==> config.mk <==
export PLATFORM = sky130hd
export DESIGN_NAME = flt2int_seq_flat
export DESIGN_NICKNAME = d
export VERILOG_FILES = /design/src/rtl/flt2int_seq_if.sv /design/src/rtl/flt2int_seq.sv /design/src/flat_wrapper.sv
export SDC_FILE = /design/constraint.sdc
export NUM_CORES = 1
export LEC_CHECK = 0
export CORE_UTILIZATION = 50
export CTS_CLUSTER_DIAMETER = 60
export DETAILED_ROUTE_END_ITERATION = 10
export GPL_TIMING_DRIVEN = 0
export HOLD_SLACK_MARGIN = 0.15
export PLACE_DENSITY = 0.81
export SYNTH_ARGS = -nofsm -noshare
export SYNTH_HDL_FRONTEND = slang
export SYNTH_SLANG_ARGS = --single-unit
==> constraint.sdc <==
create_clock -name clk -period 1.77 [get_ports clk]
set_clock_uncertainty 0.1 [all_clocks]
set_input_delay 0.354 -clock clk [delete_from_list [all_inputs] [get_ports clk]]
set_output_delay 0.354 -clock clk [all_outputs]
set_load 0.01 [all_outputs]
==> src/rtl/flt2int_seq_if.sv <==
// Data-memory port of the float->int sequencer, plus its busy/done status.
interface flt2int_seq_if #(
  parameter int unsigned AW = 8
);
  logic [AW-1:0] mem_addr;
  logic [7:0]    mem_rdata;
  logic          mem_wr_en;
  logic [7:0]    mem_wdata;
  logic          busy;
  logic          done;

  modport master (
    output mem_addr, mem_wr_en, mem_wdata, busy, done,
    input  mem_rdata
  );

  modport slave (
    input  mem_addr, mem_wr_en, mem_wdata, busy, done,
    output mem_rdata
  );
endinterface

==> src/rtl/flt2int_seq.sv <==
// Half-precision float -> 16-bit sign-magnitude integer converter driving a byte-wide data memory.
// Reads the operand, shifts the mantissa one bit per cycle, writes the truncated result and raises done.
module flt2int_seq #(
  parameter int unsigned AW       = 8,
  parameter int unsigned IN_ADDR  = 64,
  parameter int unsigned OUT_ADDR = 66
) (
  input  logic              clk,
  input  logic              reset,
  flt2int_seq_if.master     bus
);

  typedef enum logic [2:0] {
    IDLE, RD_HI, RD_LO, DECODE, SHIFT, WR_HI, WR_LO, DONE
  } state_t;

  state_t      state, state_nxt;
  logic [15:0] f;
  logic        sgn;
  logic [14:0] acc;
  logic [3:0]  n;
  logic        left;

  logic [4:0]  exp_b;
  logic [10:0] man;
  logic [14:0] dec_acc;
  logic [3:0]  dec_n;
  logic        dec_left;

  assign exp_b = f[14:10];
  assign man   = {|exp_b, f[9:0]};

  // Biased exponent 25 is the binary point of the 11-bit mantissa (e = E-15 = 10).
  always_comb begin
    dec_acc  = '0;
    dec_n    = '0;
    dec_left = 1'b0;
    if (exp_b >= 5'd30) begin
      dec_acc = '1;
    end else if (exp_b >= 5'd15) begin
      dec_acc = {4'b0000, man};
      if (exp_b <= 5'd25) begin
        dec_n = 4'(5'd25 - exp_b);
      end else begin
        dec_n    = 4'(exp_b - 5'd25);
        dec_left = 1'b1;
      end
    end
  end

  always_ff @(posedge clk) begin
    if (reset) begin
      state <= IDLE;
      f     <= '0;
      sgn   <= 1'b0;
      acc   <= '0;
      n     <= '0;
      left  <= 1'b0;
    end else begin
      state <= state_nxt;
      case (state)
        RD_HI:  f[15:8] <= bus.mem_rdata;
        RD_LO:  f[7:0]  <= bus.mem_rdata;
        DECODE: begin
          sgn  <= f[15];
          acc  <= dec_acc;
          n    <= dec_n;
          left <= dec_left;
        end
        SHIFT: begin
          acc <= left ? {acc[13:0], 1'b0} : {1'b0, acc[14:1]};
          n   <= n - 4'd1;
        end
        default: ;
      endcase
    end
  end

  always_comb begin
    state_nxt     = state;
    bus.mem_addr  = '0;
    bus.mem_wr_en = 1'b0;
    bus.mem_wdata = '0;
    bus.busy      = 1'b0;
    bus.done      = 1'b0;
    case (state)
      IDLE:   state_nxt = RD_HI;
      RD_HI: begin
        bus.mem_addr = AW'(IN_ADDR);
        bus.busy     = 1'b1;
        state_nxt    = RD_LO;
      end
      RD_LO: begin
        bus.mem_addr = AW'(IN_ADDR + 1);
        bus.busy     = 1'b1;
        state_nxt    = DECODE;
      end
      DECODE: begin
        bus.busy  = 1'b1;
        state_nxt = (dec_n == 4'd0) ? WR_HI : SHIFT;
      end
      SHIFT: begin
        bus.busy  = 1'b1;
        state_nxt = (n == 4'd1) ? WR_HI : SHIFT;
      end
      WR_HI: begin
        bus.mem_addr  = AW'(OUT_ADDR);
        bus.mem_wr_en = 1'b1;
        bus.mem_wdata = {sgn & (|acc), acc[14:8]};
        bus.busy      = 1'b1;
        state_nxt     = WR_LO;
      end
      WR_LO: begin
        bus.mem_addr  = AW'(OUT_ADDR + 1);
        bus.mem_wr_en = 1'b1;
        bus.mem_wdata = acc[7:0];
        bus.busy      = 1'b1;
        state_nxt     = DONE;
      end
      DONE:    bus.done = 1'b1;
      default: state_nxt = IDLE;
    endcase
  end

endmodule

==> src/flat_wrapper.sv <==
// flat-port wrapper written by rule: the top's interface ports become plain ports
module flt2int_seq_flat 
#(
  parameter int unsigned AW       = 8,
  parameter int unsigned IN_ADDR  = 64,
  parameter int unsigned OUT_ADDR = 66
)
  (clk, reset, bus_mem_addr, bus_mem_wr_en, bus_mem_wdata, bus_busy, bus_done, bus_mem_rdata);
  flt2int_seq_if #(.AW(AW)) bus_i ();
  input  logic clk;
  input  logic reset;
  output wire logic [$bits(bus_i.mem_addr)-1:0] bus_mem_addr;
  output wire logic [$bits(bus_i.mem_wr_en)-1:0] bus_mem_wr_en;
  output wire logic [$bits(bus_i.mem_wdata)-1:0] bus_mem_wdata;
  output wire logic [$bits(bus_i.busy)-1:0] bus_busy;
  output wire logic [$bits(bus_i.done)-1:0] bus_done;
  input wire logic [$bits(bus_i.mem_rdata)-1:0] bus_mem_rdata;
  assign bus_mem_addr = bus_i.mem_addr;
  assign bus_mem_wr_en = bus_i.mem_wr_en;
  assign bus_mem_wdata = bus_i.mem_wdata;
  assign bus_busy = bus_i.busy;
  assign bus_done = bus_i.done;
  assign bus_i.mem_rdata = bus_mem_rdata;
  flt2int_seq #(.AW(AW), .IN_ADDR(IN_ADDR), .OUT_ADDR(OUT_ADDR)) u_core (.clk(clk), .reset(reset), .bus(bus_i));
endmodule
; ---- Yosys cells after proc, flatten, opt, wreduce, memory -nomap -nowiden
; Cells that the tools add are included.
[op_classes]
addsub = 3
magnitude_cmp = 3
n_eq_ne = 8
n_mux = 19
bitwise_logic = 1
n_reduce_logical = 8
[ops]
columns = operator, count
row1 = 15-bit 2-to-1 mux, 2
row2 = 15-bit case mux with 2 select lines, 1
row3 = 7-bit case mux with 4 select lines, 1
row4 = 3-bit case mux with 7 select lines, 1
row5 = 8-bit case mux with 2 select lines, 1
row6 = 15-bit OR reduction, 1
row7 = "3-bit == test, second input constant", 4
row8 = 4-bit 2-to-1 mux, 3
row9 = 11-bit 2-to-1 mux, 1
row10 = 1-bit 2-to-1 mux, 8
row11 = 4-bit case mux with 2 select lines, 1
row12 = 7-bit nonzero test, 1
row13 = "3-bit by 2-bit == test with 1-bit output, second input constant", 2
row14 = 6-bit OR reduction, 1
row15 = "5-bit by 4-bit >= comparator with 1-bit output, second input constant", 1
row16 = "5-bit >= comparator, second input constant", 1
row17 = "5-bit <= comparator, second input constant", 1
row18 = 5-bit OR reduction, 1
row19 = "4-bit by 1-bit == test with 1-bit output, second input constant", 1
row20 = 4-bit logical NOT, 1
row21 = "4-bit by 1-bit subtractor with 4-bit output, second input constant", 1
row22 = "4-bit subtractor, first input constant", 1
row23 = "4-bit subtractor, second input constant", 1
row24 = "3-bit by 1-bit == test with 1-bit output, second input constant", 1
row25 = other kinds (4), 4
[totals]
regBits = 40
inputBits = 10
output_inout_bits = 19
word_cells = 49

; ---- Logic depth before layout (Yosys ltp)
[logic_depth]
depth_word = 7
mapped_depth = 8
ltp_nobuf = 7

; ---- Worst setup path before layout
; OpenSTA, ideal clock, no wires.
[synth_timing]
path_kind = flip-flop to output port
start = register u_core.state[1]
end = output port bus_mem_addr[1]
arrival_time_ns = 1.471
required_time_ns = 1.316
slack_ns = -0.155
path_stages_with_launch = 7
path_buffers = 3
path_cell_list = dfxtp_1 > buf_6 > nor2b_1 > clkbuf_1 > or2_2 > and2_1 > buf_4
[synth_between]
elab_chain_cells = 2
elab_cells_between_ends = 5
cone_classes = eq/ne (4) / mux (1)
[synth_lines]
columns = item, line
row1 = from (decl), flt2int_seq.sv:17  ; state_t state, state_nxt;
row2 = from (signal assigned), flt2int_seq.sv:60  ; state <= state_nxt;
row3 = "3-bit == test, or another cell as far along", flt2int_seq.sv:86  ; case (state)
row4 = 7-bit case mux with 4 select lines *, flt2int_seq.sv:86
row5 = to (decl), flat_wrapper.sv:12  ; output wire logic [$bits(bus_i.mem_addr)-1:0] bus_mem_addr;
; Mark *: on every way between the ends. The rest lies on a longest branch, timed or not.

; ---- Worst setup path in the final report
[layout_timing]
start = register u_core.acc[0]
end = output port bus_mem_wdata[7]
[layout_between]
elab_chain_cells = 3
[layout_lines]
columns = item, line
row1 = from (decl), flt2int_seq.sv:20  ; logic [14:0] acc;
row2 = from (signal assigned), flt2int_seq.sv:71  ; acc <= left ? {acc[13:0], 1'b0} : {1'b0, acc[14:1]};
row3 = 15-bit OR reduction, flt2int_seq.sv:109  ; bus.mem_wdata = {sgn & (|acc), acc[14:8]};
row4 = 1-bit AND, flt2int_seq.sv:109
row5 = 8-bit case mux with 2 select lines, flt2int_seq.sv:86
row6 = to (decl), flat_wrapper.sv:14  ; output wire logic [$bits(bus_i.mem_wdata)-1:0] bus_mem_wdata;
; Every way passes these cells.

==> results list <==
* Violations in the final reports: setup timing
- Starting DRT DRC Count: 248
- Count of placed standard cells in the final layout, fillers left out: 380
* Number of rows created at floorplan: 24
- Capturing element type of the critical path: output port
- Worst relative slew slack: 0.620
- Class of the most critical hold timing path: register to register
* DIE AREA: approximately 4900 µm²
* First-pass GRT wire length: between 9000 and 10000 µm
* Clock period minus worst slack: about 2.0 ns
* Netlist area before placement: ~2300 µm²
- Setup slack after layout: -0.223 ns
- In the final layout, the share of cells above drive strength 1 is 0.448.
- The count of nets left with antenna violations once routing finished came out at 0.
- Fill count: 260
- Setup Total Neg Slack: -1.83 ns
* Post-layout total power: 3.29 mW
* Worst-Skew Late Latency: 0.31 ns
- Final count of hold timing violations: 0
* Pre-CTS setup slack: -0.475 ns
- The routed layout has 2296 vias.
- After detailed placement, the design holds a cell count of around 340.
- First-pass iteration count of the detailed router: 4
- Worst-margin pin slew: 0.570 ns
* Fin util: 0.761
- Hold is met by approximately 0.4 ns.
- Once placement finished, the instance area stood at between 2000 and 3000 µm².
* Synth-to-Final Area Change: 44.5%
- Avg Cell Area, Syn: between 8 and 9 µm²
- CP Data Arrival Time: 1.54 ns
- DRT Wirelength: about 6900 µm
- Count of warnings emitted by yosys: 0
- Setup repair after global routing could not meet its margin everywhere.
- Placeable core region: between 4000 and 5000 µm²
- The floorplan step set the die width to around 70 µm.
- Multi-input gate area in the final layout: 1640 µm²
- The count of final max-slew check failures is 0.
* Mapped Cells: between 200 and 300
- Number of setup violations in the final report: 18
* Commonest non-fill, non-tap cells in the layout: 32 x sky130_fd_sc_hd__nor2_1, 27 x sky130_fd_sc_hd__buf_4, 26 x sky130_fd_sc_hd__mux2i_1
- Cts hold-fix bufs: 0
- Maximum level of the CTS H-tree: 2
* Leakage power: 1.23 nW
- Dividing the detail-routed via count by the number of cells gives 6.04.
* Number of sinks handled by clock tree synthesis: 40
- In the finished design, the share of the clock period the worst path needs comes to 1.13.
* Maximum capacitance violations: 0
- Largest net degree at the start of global routing: 14
- After legalization and detailed placement, the total HPWL measured 3760 µm.
- Diode count: 0
- Once layout is done, the placed cells without fillers occupy ~3400 µm².
- No sink is reached through more buffers than the 2 on the longest clock path.
- Fraction of the yosys area taken by sequential cells: 0.344
* CTS tree: done
* Setup crit start kind: register
* GRT Overall Usage: 0.251
- STA puts the critical path data required time at between 1 and 1.5 ns.
* CTS root buf: sky130_fd_sc_hd__clkbuf_8
- In the final layout, flip-flops and latches occupy approximately 840 µm².
- In this run the tool buffered the top-level ports with 23 buffer cells.
* Post-synth cell types: 48
- The run finished, with violations left.
* CP cell instances: nor4_4 > nand4_1 > a32oi_1 > nor2b_1 > buf_2
* Crit-path slowest cell: sky130_fd_sc_hd__dfxtp_2
- Height of the die: ~70 µm
- Number of buffers added by the clock tree synthesis step: 5
* Total power density per cell area: 981 nW/µm²
* DRC violation count after routing: 0
* Class of the most critical setup path: register to output port
* Final net count: approximately 350
* Maximum single-stage delay on the critical path: approximately 0.36 ns
- Summed over all layers, the global routing overflow is 0.
* Seq cells post-synth: 40
- Most common cell after layout, fill and taps aside: sky130_fd_sc_hd__nor2_1
* Antenna violations before repair: 0
- Highest ir drop seen on vdd: 837 µV
- Clock edge transition at the registers on the reported setup and hold paths: about 0.090 ns
- Initial Utilization: 0.527
- For this run, the top clock speed supported by timing is roughly 500 MHz.
- Top Ports: 29
* Global placer's final weighted congestion: between 0.8 and 0.9
- Maximum net fanout on the critical path: 4
- The number of global-route vias before repair came to a little over 2000.
- Routed len/inst: between 15 and 20 µm
==> flip-flops by register name, indices dropped and copies added, names as in the netlist <==
signal / flops
u_core.acc: 15
u_core.left: 1
u_core.state: 3
u_core.sgn: 1
u_core.f: 16
u_core.n: 4
==> per-layer routing <==
metal	wire, µm	GRT usage	up-vias
met5	0	0	-
met4	200	0.122	0
met3	422	0.0505	21
met2	3390	0.385	94
met1	2900	0.335	1129
li1	-	-	1052
==> critical path: cells and delay by family (launching register included) <==
kind / cells / cell delay, ns
simple gates: 3 / 0.51
flops: 1 / 0.36
compound gates: 1 / 0.22
buf+inv: 1 / 0.14
==> what timing repair did <==
action,4_1_cts,5_1_grt
setup buffers,12,20
cloned,0,2
gates resized for setup,91,78
setup endpoints to repair,35,34
pin swaps,12,30
==> layout make-up <==
class                   count  share of cell area
flip-flops and latches     40               0.249
inverters                   6              0.0112
plain buffers              22              0.0537
repair buffers             57               0.149
clock buffers               6              0.0246
clock inverters             2             0.00447
multi-input cells         195               0.488
well taps                  52              0.0194
==> where the power goes <==
part           switching [mW]  internal [mW]
Clock                   0.361          0.316
Combinational           0.651          0.731
Sequential              0.201           1.03
Total                    1.21           2.08
==> worst paths after layout <==
path	from	end	cells after the start	slack (ns)
hold reg to reg	u_core.sgn	u_core.sgn	2	0.40
setup reg to reg	u_core.f[11]	u_core.acc[7]	8	-0.06
hold / removal	u_core.sgn	u_core.sgn	2	0.40
setup / recovery	u_core.acc[0]	bus_mem_wdata[7]	5	-0.22
==> synthesized netlist by cell type (all sizes together) <==
master / n / area (µm²)
a31o: 1 / 8.76
buf: 17 / 128
o221a: 1 / 11.3
and3b: 1 / 8.76
or2: 3 / 18.8
nor3b: 1 / 7.51
nand4b: 1 / 8.76
o22ai: 1 / 6.26
a311oi: 1 / 8.76
a211oi: 1 / 7.51
clkbuf: 8 / 30.0
nand4: 3 / 18.8
nor4: 3 / 18.8
a31oi: 1 / 6.26
mux2i: 26 / 260
a21oi: 28 / 140
and2: 1 / 6.26
a22o: 1 / 8.76
a21o: 1 / 7.51
a2111oi: 9 / 129
nor2b: 13 / 81.3
o211ai: 2 / 15.0
nand2b: 1 / 13.8
a221oi: 3 / 32.5
a22oi: 7 / 52.6
a32oi: 1 / 8.76
and3: 1 / 6.26
ha: 10 / 125
nor3: 6 / 30.0
nand2: 13 / 56.3
nor2: 41 / 176
o21ai: 2 / 13.8
dfxtp: 40 / 801
nand3b: 2 / 15.0
conb: 1 / 3.75
nand3: 1 / 5.00
inv: 6 / 22.5
xnor2: 3 / 26.3
==> logic make-up (layout without fill, tap and decap cells) <==
family | Yosys count | after routing | share of synthesized area
buffers and inverters | 31 | 93 | 0.0775
XOR/XNOR | 3 | 3 | 0.0113
AND/OR/NAND/NOR | 91 | 91 | 0.203
other | 1 | 5 | 0.00161
AO/OA/AOI/OAI | 60 | 60 | 0.196
multiplexers | 26 | 26 | 0.112
adder cells (fa/ha/maj) | 10 | 10 | 0.0538
flip-flops | 40 | 40 | 0.344
(Power assumes the default switching activity.)
==> edit 1 (same settings) <==
`AW` is set to 8 in 3 places; all go to 7.
--- a/src/rtl/flt2int_seq_if.sv
+++ b/src/rtl/flt2int_seq_if.sv
@@ -1,6 +1,6 @@
 // Data-memory port of the float->int sequencer, plus its busy/done status.
 interface flt2int_seq_if #(
-  parameter int unsigned AW = 8
+  parameter int unsigned AW = 7
 );
   logic [AW-1:0] mem_addr;
   logic [7:0]    mem_rdata;
--- a/src/rtl/flt2int_seq.sv
+++ b/src/rtl/flt2int_seq.sv
@@ -1,7 +1,7 @@
 // Half-precision float -> 16-bit sign-magnitude integer converter driving a byte-wide data memory.
 // Reads the operand, shifts the mantissa one bit per cycle, writes the truncated result and raises done.
 module flt2int_seq #(
-  parameter int unsigned AW       = 8,
+  parameter int unsigned AW       = 7,
   parameter int unsigned IN_ADDR  = 64,
   parameter int unsigned OUT_ADDR = 66
 ) (
--- a/src/flat_wrapper.sv
+++ b/src/flat_wrapper.sv
@@ -1,7 +1,7 @@
 // flat-port wrapper written by rule: the top's interface ports become plain ports
 module flt2int_seq_flat 
 #(
-  parameter int unsigned AW       = 8,
+  parameter int unsigned AW       = 7,
   parameter int unsigned IN_ADDR  = 64,
   parameter int unsigned OUT_ADDR = 66
 )
Interface: changed (resized bus_mem_addr); port bits go from 29 to 28. The function was not compared with the original's and may differ.
==> edit 1 against the unedited design <==
The run still ends with setup timing left. Die area shrank 0.31%. Area after synthesis shrank 0.32%. Worst setup slack lost 0.059 ns. Routed wire length grew 11%. Total power grew 1.8%. Sequential cell count is the same. Final cell count shrank 0.79%. Cell area grew 0.93%. Count of clock-buffer cells in the layout is the same. Via count grew 2.4%. Non-clock buffer count shrank 2. Largest cell class unchanged.
==> edit 1: results <==
set metrics [dict create \
    violations "setup timing" \
    grt_util_all_layers_pct 25.8 \
    use_met1_pct 32.7 \
    crit_slowest_cell "dfxtp_1" \
    hpwl_um 3880 \
    nonClkBufAreaFrac_pct 20.5 \
    slew_headroom_pct 52.9 \
    wl_met1_um 3040 \
    wl_met3_um 529 \
    postLayoutSetupSlackWorst_ns -0.282 \
    seq_cell_count 40 \
    p_leak_nw 1.25 \
    nFillCells 261 \
    drive_above_1_share_pct 46.2 \
    final-setup-viol-count 31 \
    comb_power_share_pct 40.8 \
    grt_pass1_vias 2047 \
    final.setup.tns_ns -4.28 \
    finalWirelength_um 7670 \
    wl_met2_um 3840 \
    status "complete, but fails checks" \
    rrSetupSlack_ns -0.15 \
    gr-usage-met2_pct 43.2 \
    grt_pass1_wl_um 10000 \
    multi_input_area_share_pct 49.1 \
]
## edit 1: cell count changes in the layout (fill, tap and decap cells not counted), moves of 3 or more
cell and change:
a21oi_1 -3, a21oi_2 +3, buf_4 -3, buf_6 -4, dfxtp_1 +4, nor2_1 -4
## edit 1: cells by family (layout without fill, tap and decap cells)
family                   after synthesis  count (layout)  share of synthesized area [%]
XOR/XNOR                               3               3                           1.13
AO/OA/AOI/OAI                         60              60                           19.7
AND/OR/NAND/NOR                       91              91                           20.4
other                                  1               4                          0.162
buffers and inverters                 30              91                           7.45
flip-flops                            40              40                           34.6
adder cells (fa/ha/maj)               10              10                           5.40
multiplexers                          26              26                           11.2
## edit 1: what timing repair did
action | 4_1_cts | 5_1_grt
gates resized for setup | 90 | 76
hold buffers | 0 | 0
setup buffers | 12 | 18
pin swaps | 14 | 26
cloned | 1 | 2
endpoints found under the setup margin | 36 | 40
==> edit 2 (same flow settings) <==
Made on the original files. Make the reset (`reset`) asynchronous in one clocked block.
--- a/src/rtl/flt2int_seq.sv
+++ b/src/rtl/flt2int_seq.sv
@@ -48,7 +48,7 @@
     end
   end
 
-  always_ff @(posedge clk) begin
+  always_ff @(posedge clk or posedge reset) begin
     if (reset) begin
       state <= IDLE;
       f     <= '0;
Behaviour: differs if reset is asserted again (counterexample within 4 cycles, from zero or initial values and one cycle with reset high); with reset held inactive, the same outputs for 10 cycles.
==> edit 2 against the unedited design <==
Routed wire length is 14% higher. Total power is 22% lower. Global-route usage is 1.5 points higher. Critical path depth stayed put. Sequential cell count stayed put. Cell area is 8.9% higher. Largest cell class unchanged. The run still ends with setup timing left. Area after synthesis is 3.9% higher. Worst hold slack better by 0.028 ns. Register-to-register slack worse by 0.16 ns. Via count is 4.9% higher. Worst setup slack worse by 0.046 ns.
==> edit 2: results <==
set metrics [dict create \
    postLayoutSetupSlackWorst_ns -0.269 \
    gr-usage-met2_pct 42.6 \
    postSynthAreaPerCell_sq_um 9.70 \
    irDropWorstVdd_mv 0.498 \
    cts_setup_buffers 24 \
    violations "setup timing" \
    drt_first_pass_iters 5 \
    synth_common_cells "40 x dfrtp_1, 22 x mux2_2, 19 x nand2_1" \
    synthAdderAreaFrac_pct 4.66 \
    reg2regPathDepth 6 \
    wl_met3_um 576 \
    dpl_cell_area_sq_um 2740 \
    hp-start "u_core.n[3]$_DFFE_PP0P_" \
    seq_area_frac_synth_pct 41.4 \
    nets 341 \
    avgRoutedWirePerCell_um 21.0 \
    cts_resized 119 \
    r2r-start "u_core.f[11]$_DFFE_PP0P_" \
    gp_congestion 0.859 \
    dp.cells 328 \
    synthMuxAreaShare_pct 11.9 \
    finalWirelength_um 7880 \
    crit_slowest_cell "dfrtp_1" \
    critPathArrivalTime_ns 1.58 \
    final-setup-viol-count 28 \
    critPathLaunch "u_core.acc[2]$_DFFE_PP0P_" \
    pre_cts_slack_ns -0.561 \
    synth_area_leaders "dfrtp_1 41%, mux2_2 10%, ha_1 4.7%, nand2_1 3.0%, nand3_1 2.7%" \
    rrSetupSlack_ns -0.22 \
    drt-vias-per-instance 6.42 \
    wl_met2_um 3960 \
    grt_pass1_wl_um 10300 \
    critical_path.endpoint "bus_mem_wdata[7]" \
    hp-class "flop to flop" \
    grt_pass1_vias 2083 \
    nFillCells 256 \
    grt_util_all_layers_pct 26.6 \
    synth-xor-area-share_pct 0.725 \
    drtIter0Drc 280 \
    worstMarginPinSlew_ns 0.848 \
    numCtsBuffers 5 \
    drive_above_1_share_pct 54.8 \
    status "complete, but fails checks" \
    use_met1_pct 35.2 \
    cp_max_fo 2 \
    p_sw_share_pct 34.2 \
    synth-compound-area-share_pct 16.5 \
    p_leak_nw 1.52 \
    globalRouteMet3Util_pct 6.05 \
    reg2reg_to "u_core.n[1]$_DFFE_PP0P_" \
    wl_met1_um 3090 \
]
==> edit 2: stage by stage <==
stage | power, mW | util, % | setup TNS (ns) | hold WS [ns]
floorplan | 1.50 | - | -0.0872 | 0.335
global placement | 1.61 | 60.9 | -24.43 | 0.372
detailed placement | 1.64 | 60.9 | -6.31 | 0.386
CTS | 2.41 | 71.6 | -1.64 | 0.401
global route | 2.68 | 81.2 | -4.21 | 0.426
finish | 2.58 | 81.2 | -2.69 | 0.425
==> edit 2: kinds of logic (layout without fill, tap and decap cells) <==
logic type,count (synthesis),count (layout)
other cells,1,5
simple gates,85,85
compound gates,57,58
mux,26,26
flops,40,40
xor+xnor,2,2
buf+inv,29,98
fa+ha+maj,9,9
==> edit 2: how the worst min path moves through the flow <==
| stage | endpoint | slack, ns | cells after the start |
|---|---|---|---|
| floorplan | u_core.sgn$_DFFE_PP0P_ | 0.33 | 2 |
| global placement | u_core.n[3]$_DFFE_PP0P_ | 0.37 | 1 |
| detailed placement | u_core.n[3]$_DFFE_PP0P_ | 0.39 | 1 |
| CTS | u_core.n[3]$_DFFE_PP0P_ | 0.40 | 1 |
| global route | u_core.n[3]$_DFFE_PP0P_ | 0.43 | 1 |
| finish | u_core.n[3]$_DFFE_PP0P_ | 0.42 | 1 |
==> edit 2: cell type report <==
type,count,share of cell area (%)
clock buffers,5,1.88
plain buffers,19,4.69
clock inverters,3,0.650
repair buffers,61,14.7
flip-flops and latches,40,27.5
inverters,9,1.33
multi-input cells,185,47.2
well taps,52,1.78
repair inverters,1,0.239
==> edit 2: power by group through the flow <==
stage	combinational (mW)	clock, mW	sequential, mW
after global placement	0.382	0	1.23
after detailed placement	0.395	0	1.24
after global routing	0.778	0.682	1.22
after CTS	0.598	0.634	1.18
final	0.729	0.640	1.21
after floorplan	0.324	0	1.18
